$ cat config.mk
export PLATFORM = sky130hd
export DESIGN_NAME = digit_scan_ctrl
export DESIGN_NICKNAME = d
export VERILOG_FILES = /design/src/rtl/scan_pkg.sv /design/src/rtl/next_digit_sel.sv /design/src/rtl/digit_scan_ctrl.sv
export SDC_FILE = /design/constraint.sdc
export NUM_CORES = 1
export LEC_CHECK = 0
export CAP_MARGIN = 15
export CORE_ASPECT_RATIO = 2
export CORE_MARGIN = 4
export CORE_UTILIZATION = 30
export DETAILED_ROUTE_END_ITERATION = 7
export SKIP_CTS_REPAIR_TIMING = 1
export SYNTH_ARGS = -nofsm -noshare
export SYNTH_HDL_FRONTEND = slang
export SYNTH_SLANG_ARGS = --single-unit
export TNS_END_PERCENT = 10
$ cat constraint.sdc
create_clock -name clk -period 1.95 [get_ports clk]
set_clock_uncertainty 0.1 [all_clocks]
set_input_delay 0.39 -clock clk [delete_from_list [all_inputs] [get_ports clk]]
set_output_delay 0.39 -clock clk [all_outputs]
set_load 0.01 [all_outputs]
$ cat src/rtl/scan_pkg.sv
// scan_pkg: shared state encoding, widths and helpers for the digit scan controller
package scan_pkg;
    localparam int NUM_DIGITS = 4;
    localparam int DIGIT_W = 2;
    localparam logic [1:0] IDLE  = 2'd0;
    localparam logic [1:0] BLANK = 2'd1;
    localparam logic [1:0] SHOW  = 2'd2;
    function automatic int max3(input int a, input int b, input int c);
        return a > b ? (a > c ? a : c) : (b > c ? b : c);
    endfunction
endpackage

$ cat src/rtl/next_digit_sel.sv
// next_digit_sel: rotating priority finder for the next enabled digit index
module next_digit_sel
    import scan_pkg::*;
(
    input  logic [DIGIT_W-1:0]    cur,
    input  logic [NUM_DIGITS-1:0] mask,
    input  logic                  from_zero,
    output logic [DIGIT_W-1:0]    next,
    output logic                  none
);
    logic [DIGIT_W-1:0] start;
    assign start = from_zero ? '0 : cur + DIGIT_W'(1);
    assign none  = ~|mask;
    // Scan from the farthest offset down so the nearest enabled index wins
    always_comb begin
        next = cur;
        for (int k = NUM_DIGITS - 1; k >= 0; k--)
            if (mask[start + DIGIT_W'(k)]) next = start + DIGIT_W'(k);
    end
endmodule

$ cat src/rtl/digit_scan_ctrl.sv
// digit_scan_ctrl: multiplexed 7-segment digit scan sequencer with blanking dead-time
// Optional brightness dimming is enabled by defining SCAN_DIM_EN.
module digit_scan_ctrl
    import scan_pkg::*;
#(
    parameter int PRESCALE     = 1024,
    parameter int BLANK_CYCLES = 16,
    parameter int NUM_DIGITS   = scan_pkg::NUM_DIGITS
) (
    input  logic                  clk,
    input  logic                  reset,
    input  logic                  enable,
    input  logic [NUM_DIGITS-1:0] digit_en,
`ifdef SCAN_DIM_EN
    input  logic [2:0]            brightness,
`endif
    output logic [DIGIT_W-1:0]    cntrl,
    output logic                  blank,
    output logic                  slot_start,
    output logic                  busy
);
    localparam int CW = $clog2(max3(PRESCALE, BLANK_CYCLES, 2));
    localparam logic [CW-1:0] LAST_SHOW  = CW'(PRESCALE - 1);
    localparam logic [CW-1:0] LAST_BLANK = CW'(BLANK_CYCLES > 0 ? BLANK_CYCLES - 1 : 0);
    localparam logic [1:0] FIRST = BLANK_CYCLES > 0 ? BLANK : SHOW;

    logic [1:0]         state_q, state_d;
    logic [CW-1:0]      cnt_q, cnt_d;
    logic [DIGIT_W-1:0] cntrl_q, cntrl_d, nxt;
    logic               blank_q, blank_d, slot_start_q, slot_start_d, busy_q, busy_d, none;

    next_digit_sel u_sel (
        .cur       (cntrl_q),
        .mask      (digit_en),
        .from_zero (state_q == IDLE),
        .next      (nxt),
        .none      (none)
    );

    // Sequencing: counter clears on every state entry; digit mask only matters at slot boundaries
    always_comb begin
        state_d = state_q;
        cnt_d   = cnt_q + CW'(1);
        cntrl_d = cntrl_q;
        if (!enable) begin
            state_d = IDLE;
            cnt_d   = '0;
        end else if (state_q == IDLE) begin
            cnt_d   = '0;
            state_d = none ? IDLE : FIRST;
            cntrl_d = none ? cntrl_q : nxt;
        end else if (state_q == BLANK && cnt_q == LAST_BLANK) begin
            state_d = SHOW;
            cnt_d   = '0;
        end else if (state_q == SHOW && cnt_q == LAST_SHOW) begin
            cnt_d   = '0;
            state_d = none ? IDLE : FIRST;
            cntrl_d = none ? cntrl_q : nxt;
        end
    end

`ifdef SCAN_DIM_EN
    logic [2:0] bright_q, bright_d;
    // Outputs from next state; brightness latched at SHOW entry trims the lit portion of the slot
    always_comb begin
        slot_start_d = state_d == SHOW && cnt_d == '0;
        bright_d     = slot_start_d ? brightness : bright_q;
        blank_d      = state_d != SHOW || 32'(cnt_d) >= (32'(bright_d) + 32'd1) * 32'(PRESCALE / 8);
        busy_d       = state_d != IDLE;
    end
    // Brightness register for the current slot
    always_ff @(posedge clk)
        bright_q <= reset ? 3'd0 : bright_d;
`else
    // Outputs derived from next state so they are registered alongside it
    always_comb begin
        slot_start_d = state_d == SHOW && cnt_d == '0;
        blank_d      = state_d != SHOW;
        busy_d       = state_d != IDLE;
    end
`endif

    // State and output registers
    always_ff @(posedge clk) begin
        if (reset) begin
            state_q      <= IDLE;
            cnt_q        <= '0;
            cntrl_q      <= '0;
            blank_q      <= 1'b1;
            slot_start_q <= 1'b0;
            busy_q       <= 1'b0;
        end else begin
            state_q      <= state_d;
            cnt_q        <= cnt_d;
            cntrl_q      <= cntrl_d;
            blank_q      <= blank_d;
            slot_start_q <= slot_start_d;
            busy_q       <= busy_d;
        end
    end

    assign cntrl      = cntrl_q;
    assign blank      = blank_q;
    assign slot_start = slot_start_q;
    assign busy       = busy_q;
endmodule

==> impl_metrics.yaml <==
setup_path:
  crit_buf_inv: 1
  crit_fanout: 10
  cp_num_cells: 1
  critPathMaxStageDelay_ns: 0.62
  cp_top_family: "buffers and inverters"
  timing_worst_setup_path_type: "flop to primary output"
  critPathRequiredTime_ns: 1.46
  cp.arrival_ns: 1.45
  cp-end-kind: "primary output"
  cpMaxStageDelayCell: "clkdlybuf4s50_1"
  reg2regPathDepth: 8
  worstPathCellList: "clkdlybuf4s50_1"
  worstSetupStartpointType: "flop"
placed_design:
  portBuffers: 11
  routabilityCongestion: 0.863
  place_hpwl_um: 2000
  placed_cells: 173
sta:
  slew_headroom_pct: 72.4
  finalMaxSlewViolations: 0
  rsz0062_at_grt: "yes"
  period_needed_ns: 1.94
  finalHoldWorstSlack_ns: 0.438
  worstMarginPinSlew_ns: 0.414
  tns_ns: 0
  period_share_pct: 99.3
  setup-violations-final: 0
  finalHoldViolCount: 0
  fmax_ghz: 0.516
clocking:
  clk_path_buf_depth: 2
  clk_pin_slew_worst_paths_ns: 0.07
  root_buffer: "clkbuf_8"
  cts_tree: "yes"
  numCtsBuffers: 3
  cts_sinks: 17
  worstSkewPairLatency_ns: 0.26
  cts.htree.levels: 1
power:
  ir_drop_uv: 266
  seqPwrFrac_pct: 49.3
  p_leak_nw: 0.523
  power_frac_comb_pct: 14.6
  power_density_nw_per_um2: 566
  clkPwrFrac_pct: 36.1
  switchingPower_mw: 0.190
  p_int_mw: 0.557
  swShare_pct: 25.4
logic_synthesis:
  syn_avg_cell_area_um2: 8.64
  synthTopCellsByArea: "dfxtp_1 34%, nor2_1 5.6%, xnor2_1 4.4%, nand4_4 4.2%, xor2_1 3.5%"
  ys_seq_area_share_pct: 34.0
  synth_fp_nets: 124
  yosys.area.top_type: "dfxtp_1"
  synthCells: 116
  yosysWarnings: 0
  synth-seq-cells: 17
  synth_top_area_share_pct: 34.0
  synthesis.area_um2: 1000
  yosysUniqueCellTypes: 41
routing:
  dr.pass1.iters: 4
  drt-initial-drc-count: 18
  routed_wirelength_um: 2420
  vias: 959
  ant_nets: 0
  routedWlPerCell_um: 13.7
  viasPerCell: 5.42
  drc_errors: 0
min_path:
  min_path_cells: 2
  hold_path_class: "flop to flop"
global_route:
  grt_usage_pct: 11.7
  grt_pass1_wl_um: 4130
  grt_max_degree: 11
  gr-total-overflow: 0
  grt_pass1_vias: 942
  antenna_found_initial: 0
floorplan:
  fp.dieH_um: 89.7
  num_rows: 29
  die_area_um2: 4390
  fp.dieW_um: 48.9
  core_area_um2: 3190
  initial_core_util_pct: 31.4
  io_pins: 12
cells_and_area:
  drive_above_1_share_pct: 24.0
  final_cell_mix: "20 x buf_4, 17 x dfxtp_1, 15 x nor2_1, 11 x clkdlybuf4s50_1, 9 x nand2_1"
  layout_commonest_cell: "buf_4"
  diodes: 0
  fin_cells: 177
  nets: 155
  area_growth_pct: 31.6
run:
  cap_violations: 0
run_status:
  run_status: "complete, no violations"
worst paths after layout:
check,slack (ns),startpoint,endpoint
setup / recovery,0.01,cntrl[0],cntrl[0]
hold / removal,0.44,cnt_q[0],cnt_q[0]
setup reg to reg,0.02,cnt_q[1],cntrl[0]
hold reg to reg,0.44,cnt_q[0],cnt_q[0]
through the flow:
stage	worst slack (ns)	total power [mW]	cell area (um^2)	utilization, %
2_1_floorplan	0.0263	0.430	1000	-
3_3_place_gp	-0.193	0.483	1260	39.6
3_5_place_dp	-0.234	0.485	1260	39.6
4_1_cts	-0.0310	0.755	1310	41.0
5_1_grt	-0.0737	0.778	1320	41.3
6_report	0.0132	0.747	1320	41.3
power groups by stage:
stage | Clock [mW] | Combinational, mW | Sequential [mW]
after global placement | 0 | 0.107 | 0.376
final | 0.269 | 0.109 | 0.368
after floorplan | 0 | 0.0593 | 0.371
after detailed placement | 0 | 0.108 | 0.376
after global routing | 0.289 | 0.119 | 0.370
after CTS | 0.278 | 0.109 | 0.368
synth_stat cells:
cell       number
a2111oi_2       1
a21oi_1         4
a21oi_4         1
a221o_1         1
a311oi_1        1
a31oi_1         2
and2_1          1
and3_1          1
and4_2          1
and4_4          1
buf_2           3
buf_6           2
dfxtp_1        17
ha_1            1
inv_1           4
mux2i_1         1
nand2_1         9
nand2b_1        2
nand3_1         6
nand4_1         2
nand4_4         2
nor2_1         15
nor2_2          2
nor2b_1         3
nor2b_4         1
nor3_1          4
nor3b_1         2
o2111a_1        1
o211a_1         1
o211ai_1        3
o21a_1          1
o21ai_0         4
o22ai_1         1
o311ai_0        1
o31a_1          1
o32ai_1         1
or2_2           1
or3_1           1
or4_1           1
xnor2_1         5
xor2_1          4
metal layers:
layer / vias up / track usage [%] / share of wire (%)
li1: 476 / - / -
met1: 463 / 10.9 / 35
met2: 16 / 23.8 / 61
met3: 4 / 1.82 / 2.8
met4: 0 / 4.04 / 1.7
met5: - / 0 / 0
sequential cells by signal (all words and copies together), names as in the netlist:
register,count
cnt_q,10
cntrl,2
state_q,2
blank,1
busy,1
slot_start,1
final cells by class:
cell class	instances	area, um^2
sequential	17	340
timing repair buffer	31	260
multi-input combinational	90	618
inverter	4	15.0
fill	326	1870
tap	31	38.8
clock inverter	1	5.00
clock buffer	3	41.3
logic make-up (layout without fill, tap and decap cells):
| logic type | count (synthesis) | after routing | synth area share, % |
|---|---|---|---|
| simple gates | 55 | 55 | 32.1 |
| compound gates | 24 | 24 | 18.6 |
| flops | 17 | 17 | 34.0 |
| xor+xnor | 9 | 9 | 7.86 |
| buf+inv | 9 | 39 | 5.24 |
| fa+ha+maj | 1 | 1 | 1.25 |
| mux | 1 | 1 | 0.999 |
No activity file was read; power rests on OpenSTA's default activity.
==> patch 1, RTL diff (config.mk and constraints unchanged) <==
`PRESCALE`: 1024 -> 256.
--- a/src/rtl/digit_scan_ctrl.sv
+++ b/src/rtl/digit_scan_ctrl.sv
@@ -5,3 +5,3 @@
 #(
-    parameter int PRESCALE     = 1024,
+    parameter int PRESCALE     = 256,
     parameter int BLANK_CYCLES = 16,
Formal check against the unedited RTL: no difference found for any inputs over 10 cycles, from zero or initial values and one cycle with reset high; that may be too few to reach the edited logic, so the function may still have changed.
==> patch 1 against the original RTL <==
Cell area is 6.2% lower; total power fell by 6.2%; synthesized cell count shrank 7.8%; cell count fell by 7.9%; sequential cell count down 2; routed wire length decreased by 10%; synthesized area fell by 7.0%; worst setup slack worse by 0.0041 ns; global-route usage increased by 0.48 points; largest cell class unchanged.
==> patch 1: results (changes against the original RTL) <==
Synthesis
  – Synth Area per Inst: 8.71 sq um (+0.83%)
  – Sequential share of the synthesized area: 0.322 (-0.0174)
  – Main flop type after synthesis: dfxtp_1
  – Yosys cell types: 43 (+4.9%)
  – Syn nets: 115 (-7.3%)
  – Largest cells by area after synthesis: dfxtp_1 32%, xnor2_1 5.6%, nor2_1 5.2%
  – Most frequent cells after synthesis: 15 x dfxtp_1, 13 x nor2_1, 6 x xnor2_1, 5 x a211oi_1, 5 x nand3_1
  – Ys async rst share: 0 (unchanged)
  – Synth warn: 0 (unchanged)

Worst setup path
  – Worst r2r src: cnt_q[1]
  – Worst Reg2Reg Path Length in Cells: 6 (-2)
  – FF-to-FF setup slack: 0.12 ns (+0.10 ns)
  – Slowest Stage Delay on Critical Path: 0.56 ns (-0.06 ns)
  – Worst-path fanout max: 3 (-7)
  – CP arrival: 1.97 ns (+0.52 ns)
  – Slowest stage cell on the critical path: or4_4
  – Critical path's top delay family: simple AND/OR/NAND/NOR gates
  – R2R Path End: cntrl[0]

Clock tree
  – CTS buffer count: 3 (unchanged)
  – CTS root buf: clkbuf_8
  – CTS H-tree lvls: 1 (unchanged)
  – Clock Path Buffers: 2 (unchanged)
  – Clk Latency, worst-skew pair: 0.24 ns (-0.02 ns)
  – Worst-path clk slew: roughly 0.060 ns

Final layout
  – Most flops, register: cnt_q
  – Final Non-Filler Cells: 163 (-7.9%)
  – Max reg flops: 8 (-2)
  – Share of layout cells above drive strength 1: 0.263 (+0.0234)
  – # diodes: 0 (unchanged)
  – Nets@finish: 142 (-8.4%)
  – Fill count: 295 (-9.5%)

Global routing
  – First-pass GRT wire length: 3.71 mm (-10%)
  – Met3 Use GR: 0.0146 (-0.00366)
  – Met1 Usage GRT: 0.113 (+0.00466)
  – M2 GR Usage: 0.236 (-0.00205)
  – Largest net degree at the start of global routing: 14 (+3)
  – Initial antenna violation count: 0 (unchanged)
  – Tot GR Track Use: 0.122 (+0.00479)
  – Vias in the first global route: 878 (-6.8%)

Status
  – Status: finished, final reports clean

Pwr
  – Internal power: 536 uW (-3.7%)
  – VDD IR max: 0.421 mV (+58%)
  – Leak Pwr: 0.456 nW (-13%)

Placed design
  – Port Buffers: 11 (unchanged)
  – Final Wtd Congestion: 0.797 (-7.7%)
  – DP HPWL: 1.78 mm (-11%)

Routing
  – DRT Pass-1 Iters: 4 (unchanged)
  – Post-DR vias/cell: 5.37 (-0.92%)
  – Initial drt markers: 26 (+8)
  – Routed WL per cell: 13.3 um (-2.7%)

Hold path
  – Hold Crit Class: flip-flop to flip-flop
  – Hold Path End: cnt_q[0]
  – Hold depth: 2 (unchanged)
  – Hold Crit Start: cnt_q[0]

STA
  – Slew @ Worst Pin: 0.407 ns (-0.00658 ns)
[patch 1: routing by layer]
layer | vias up | part of all wire
met3 | 6 | 0.027
met4 | 0 | 0.021
met2 | 13 | 0.59
met5 | - | 0
li1 | 443 | -
met1 | 413 | 0.36
[patch 1: metrics by stage]
step / setup WS, ns / hold slack [ns] / TNS (ns) / instance area [sq um] / utilization
6_report: 0.00911 / 0.454 / 0 / 1240 / 0.416
5_1_grt: -0.0501 / 0.498 / -0.257 / 1240 / 0.416
4_1_cts: -0.0316 / 0.458 / -0.0503 / 1210 / 0.408
3_5_place_dp: -0.278 / 0.450 / -1.12 / 1170 / 0.393
3_3_place_gp: -0.283 / 0.415 / -1.16 / 1170 / 0.393
2_1_floorplan: 0.121 / 0.337 / 0 / 932 / -
[patch 1: worst max path at each step]
stage                           start  cells after the start  endpoint
after floorplan              cnt_q[0]                      6  cntrl[0]
after global placement    digit_en[1]                      6      busy
after detailed placement  digit_en[1]                      6      busy
after CTS                 digit_en[1]                      6      busy
after global routing      digit_en[3]                      6      busy
final                     digit_en[3]                      6      busy
[patch 1: cell type report]
class | count | area [sq um] | share of cell area
Multi-Input combinational cell | 81 | 588 | 0.475
Sequential cell | 15 | 303 | 0.245
Timing Repair Buffer | 30 | 253 | 0.204
Clock buffer | 4 | 45.0 | 0.0364
Tap cell | 30 | 37.5 | 0.0303
Inverter | 3 | 11.3 | 0.00910
[patch 1: power groups by stage]
stage	logic [mW]	clock network (mW)	registers, mW
global placement	0.127	0	0.333
global route	0.144	0.263	0.330
finish	0.132	0.241	0.328
CTS	0.128	0.251	0.326
detailed placement	0.128	0	0.333
floorplan	0.0725	0	0.328
[patch 1: logic make-up (layout without fill, tap and decap cells)]
family | after synthesis | in the layout | synth area share
AND/OR/NAND/NOR | 41 | 41 | 0.250
AO/OA/AOI/OAI | 28 | 28 | 0.231
flip-flops | 15 | 15 | 0.322
buffers and inverters | 11 | 37 | 0.0685
XOR/XNOR | 8 | 8 | 0.0752
multiplexers | 3 | 3 | 0.0403
adder cells (fa/ha/maj) | 1 | 1 | 0.0134
[patch 1: worst reg2reg max path, delay by kind of cell (launching register included)]
family | cells | cell delay, ns
multiplexers | 1 | 0.33
AND/OR/NAND/NOR | 2 | 0.30
AO/OA/AOI/OAI | 2 | 0.44
flip-flops | 1 | 0.37
adder cells (fa/ha/maj) | 1 | 0.19
==> patch 2, RTL diff (config.mk and constraints unchanged) <==
Without the edit above. Put one more register stage on the output `blank`, with the module's reset. The value now appears one clock later. The other outputs are not delayed to match.
--- a/src/rtl/digit_scan_ctrl.sv
+++ b/src/rtl/digit_scan_ctrl.sv
@@ -102,3 +102,9 @@
     assign cntrl      = cntrl_q;
-    assign blank      = blank_q;
+    always_ff @(posedge clk) begin
+        if (reset) begin
+            blank <= '0;
+        end else begin
+            blank <= blank_q;
+        end
+    end
     assign slot_start = slot_start_q;
Check against the original RTL: not equivalent (Yosys sat finds a counterexample within 4 cycles, from zero or initial values and one cycle with reset high).
==> patch 2 against the original RTL <==
Synthesized area grew 6.6%; critical path depth did not move; routed wire length rose by 3.3%; count of clock-buffer cells in the layout unchanged; sequential cell count grew 1; via count rose by 1.9%; highest routed layer unchanged; cell area grew 1.2%; worst setup slack improved by 0.11 ns; hold slack got worse by 0.095 ns; total power increased by 1.1%.
==> patch 2: results (changes against the original RTL) <==
Routing
  – Initial drt markers: 37 (+19)
  – WL met3: 101 um (+49%)
  – DRT Pass-1 Iters: 4 (unchanged)
  – Top layer in use: met4
  – Post-DR vias/cell: 5.12 (-5.6%)
  – Via count: 977 (+1.9%)
  – Routed wl met2: 1.39 mm (-5.2%)
  – Routed length on met1: 986 um (+17%)
  – Drt total wl: 2.50 mm (+3.3%)

Worst setup path
  – Worst-path fanout max: 7 (-3)
  – CP arrival: 1.34 ns (-0.11 ns)
  – Slowest stage cell on the critical path: clkdlybuf4s50_1
  – Slowest Stage Delay on Critical Path: 0.60 ns (-0.02 ns)
  – Critical path's top delay family: buffers and inverters

Status
  – Status: finished, final reports clean

Clock tree
  – CTS H-tree lvls: 1 (unchanged)
  – CTS root buf: clkbuf_8
  – Worst-path clk slew: 0.06 ns
  – CTS buffer count: 3 (unchanged)
  – Clock Path Buffers: 2 (unchanged)
  – Clk Latency, worst-skew pair: around 0.25 ns

Global routing
  – First-pass GRT wire length: 4.27 mm (+3.3%)
  – Initial antenna violation count: 0 (unchanged)
  – Vias in the first global route: 979 (+3.9%)
  – Tot GR Track Use: 0.115 (-0.00186)
  – Met1 Usage GRT: 0.121 (+0.0121)
  – Met3 Use GR: 0.0209 (+0.00272)
  – M2 GR Usage: 0.218 (-0.0197)
  – Largest net degree at the start of global routing: 10 (-1)

Final layout
  – Nets@finish: 153 (-1.3%)
  – Max reg flops: 10 (unchanged)
  – Share of layout cells above drive strength 1: 0.182 (-0.0579)
  – Most flops, register: cnt_q
  – Fill count: 343 (+5.2%)
  – # diodes: 0 (unchanged)

Synthesis
  – Gate Count Post-Synth: 124 (+6.9%)
  – Yosys cell types: 42 (+2.4%)
  – Sequential share of the synthesized area: 0.337 (-0.00234)
  – Synth warn: 0 (unchanged)
  – Syn nets: 132 (+6.5%)
  – Ys async rst share: 0 (unchanged)
  – Largest cells by area after synthesis: dfxtp_1 34%, xnor2_1 7.4%, nor2_1 6.7%
  – Most frequent cells after synthesis: 19 x nor2_1, 18 x dfxtp_1, 9 x nand2_1, 9 x xnor2_1, 6 x buf_2

Pwr
  – Leak Pwr: 0.488 nW (-6.6%)
  – VDD IR max: 0.250 mV (-5.9%)
  – Net load switching power: 179 uW (-5.5%)

Placed design
  – Port Buffers: 11 (unchanged)
  – Final Wtd Congestion: 0.878 (+1.7%)
  – Placed insts: 188 (+8.7%)
  – DP HPWL: 1.96 mm (-2.1%)

Floorplanning
  – Die ar.: 0.00464 sq mm (+5.8%)

STA
  – Max-slew headroom: 0.747 (+0.0238)

Hold path
  – Hold Crit Class: flip-flop to flip-flop
## patch 2: cells by family after synthesis
kind of cell / synth area share
AOI/OAI and AO/OA: 0.196
xor gates and xnor gates: 0.0902
adders and majority gates: 0.0117
buffers and inverters: 0.0457
DFF: 0.337
muxes: 0.0187
and+or+nand+nor: 0.301
## patch 2: stage by stage
| stage | cell area (sq um) | worst slack (ns) |
|---|---|---|
| 3_3_place_gp | 1290 | -0.0295 |
| 2_1_floorplan | 1070 | 0.317 |
| 5_1_grt | 1340 | 0.00529 |
| 3_5_place_dp | 1290 | -0.0655 |
| 4_1_cts | 1330 | 0.0483 |
| 6_report | 1340 | 0.118 |
## patch 2: layout make-up
| type | instances | area share |
|---|---|---|
| multi-input combinational | 96 | 0.496 |
| sequential | 18 | 0.270 |
| timing repair buffer | 23 | 0.150 |
| tap | 48 | 0.0450 |
| clock buffer | 3 | 0.0309 |
| inverter | 3 | 0.00843 |
## patch 2: worst paths after layout
path                               start  endpoint  slack [ns]  cells after the start
worst max register to register  cnt_q[0]  cntrl[1]        0.13                      7
worst max-delay path            cntrl[0]  cntrl[0]        0.12                      1
worst min register to register   blank_q     blank        0.34                      1
worst min-delay path             blank_q     blank        0.34                      1
## patch 2: power groups by stage
stage | clock, mW | combinational [mW] | sequential (mW)
finish | 0.252 | 0.115 | 0.389
floorplan | 0 | 0.0587 | 0.395
detailed placement | 0 | 0.113 | 0.396
CTS | 0.257 | 0.114 | 0.388
global route | 0.271 | 0.124 | 0.390
global placement | 0 | 0.111 | 0.396
## patch 2: worst register-to-register path: stages (launching register included)
cell and delay [ns]:
dfxtp_1 0.38, ha_1 0.29, nand4_2 0.17, o31ai_4 0.21, buf_4 0.17, and2_4 0.15
a21oi_1 0.07, a211oi_2 0.20
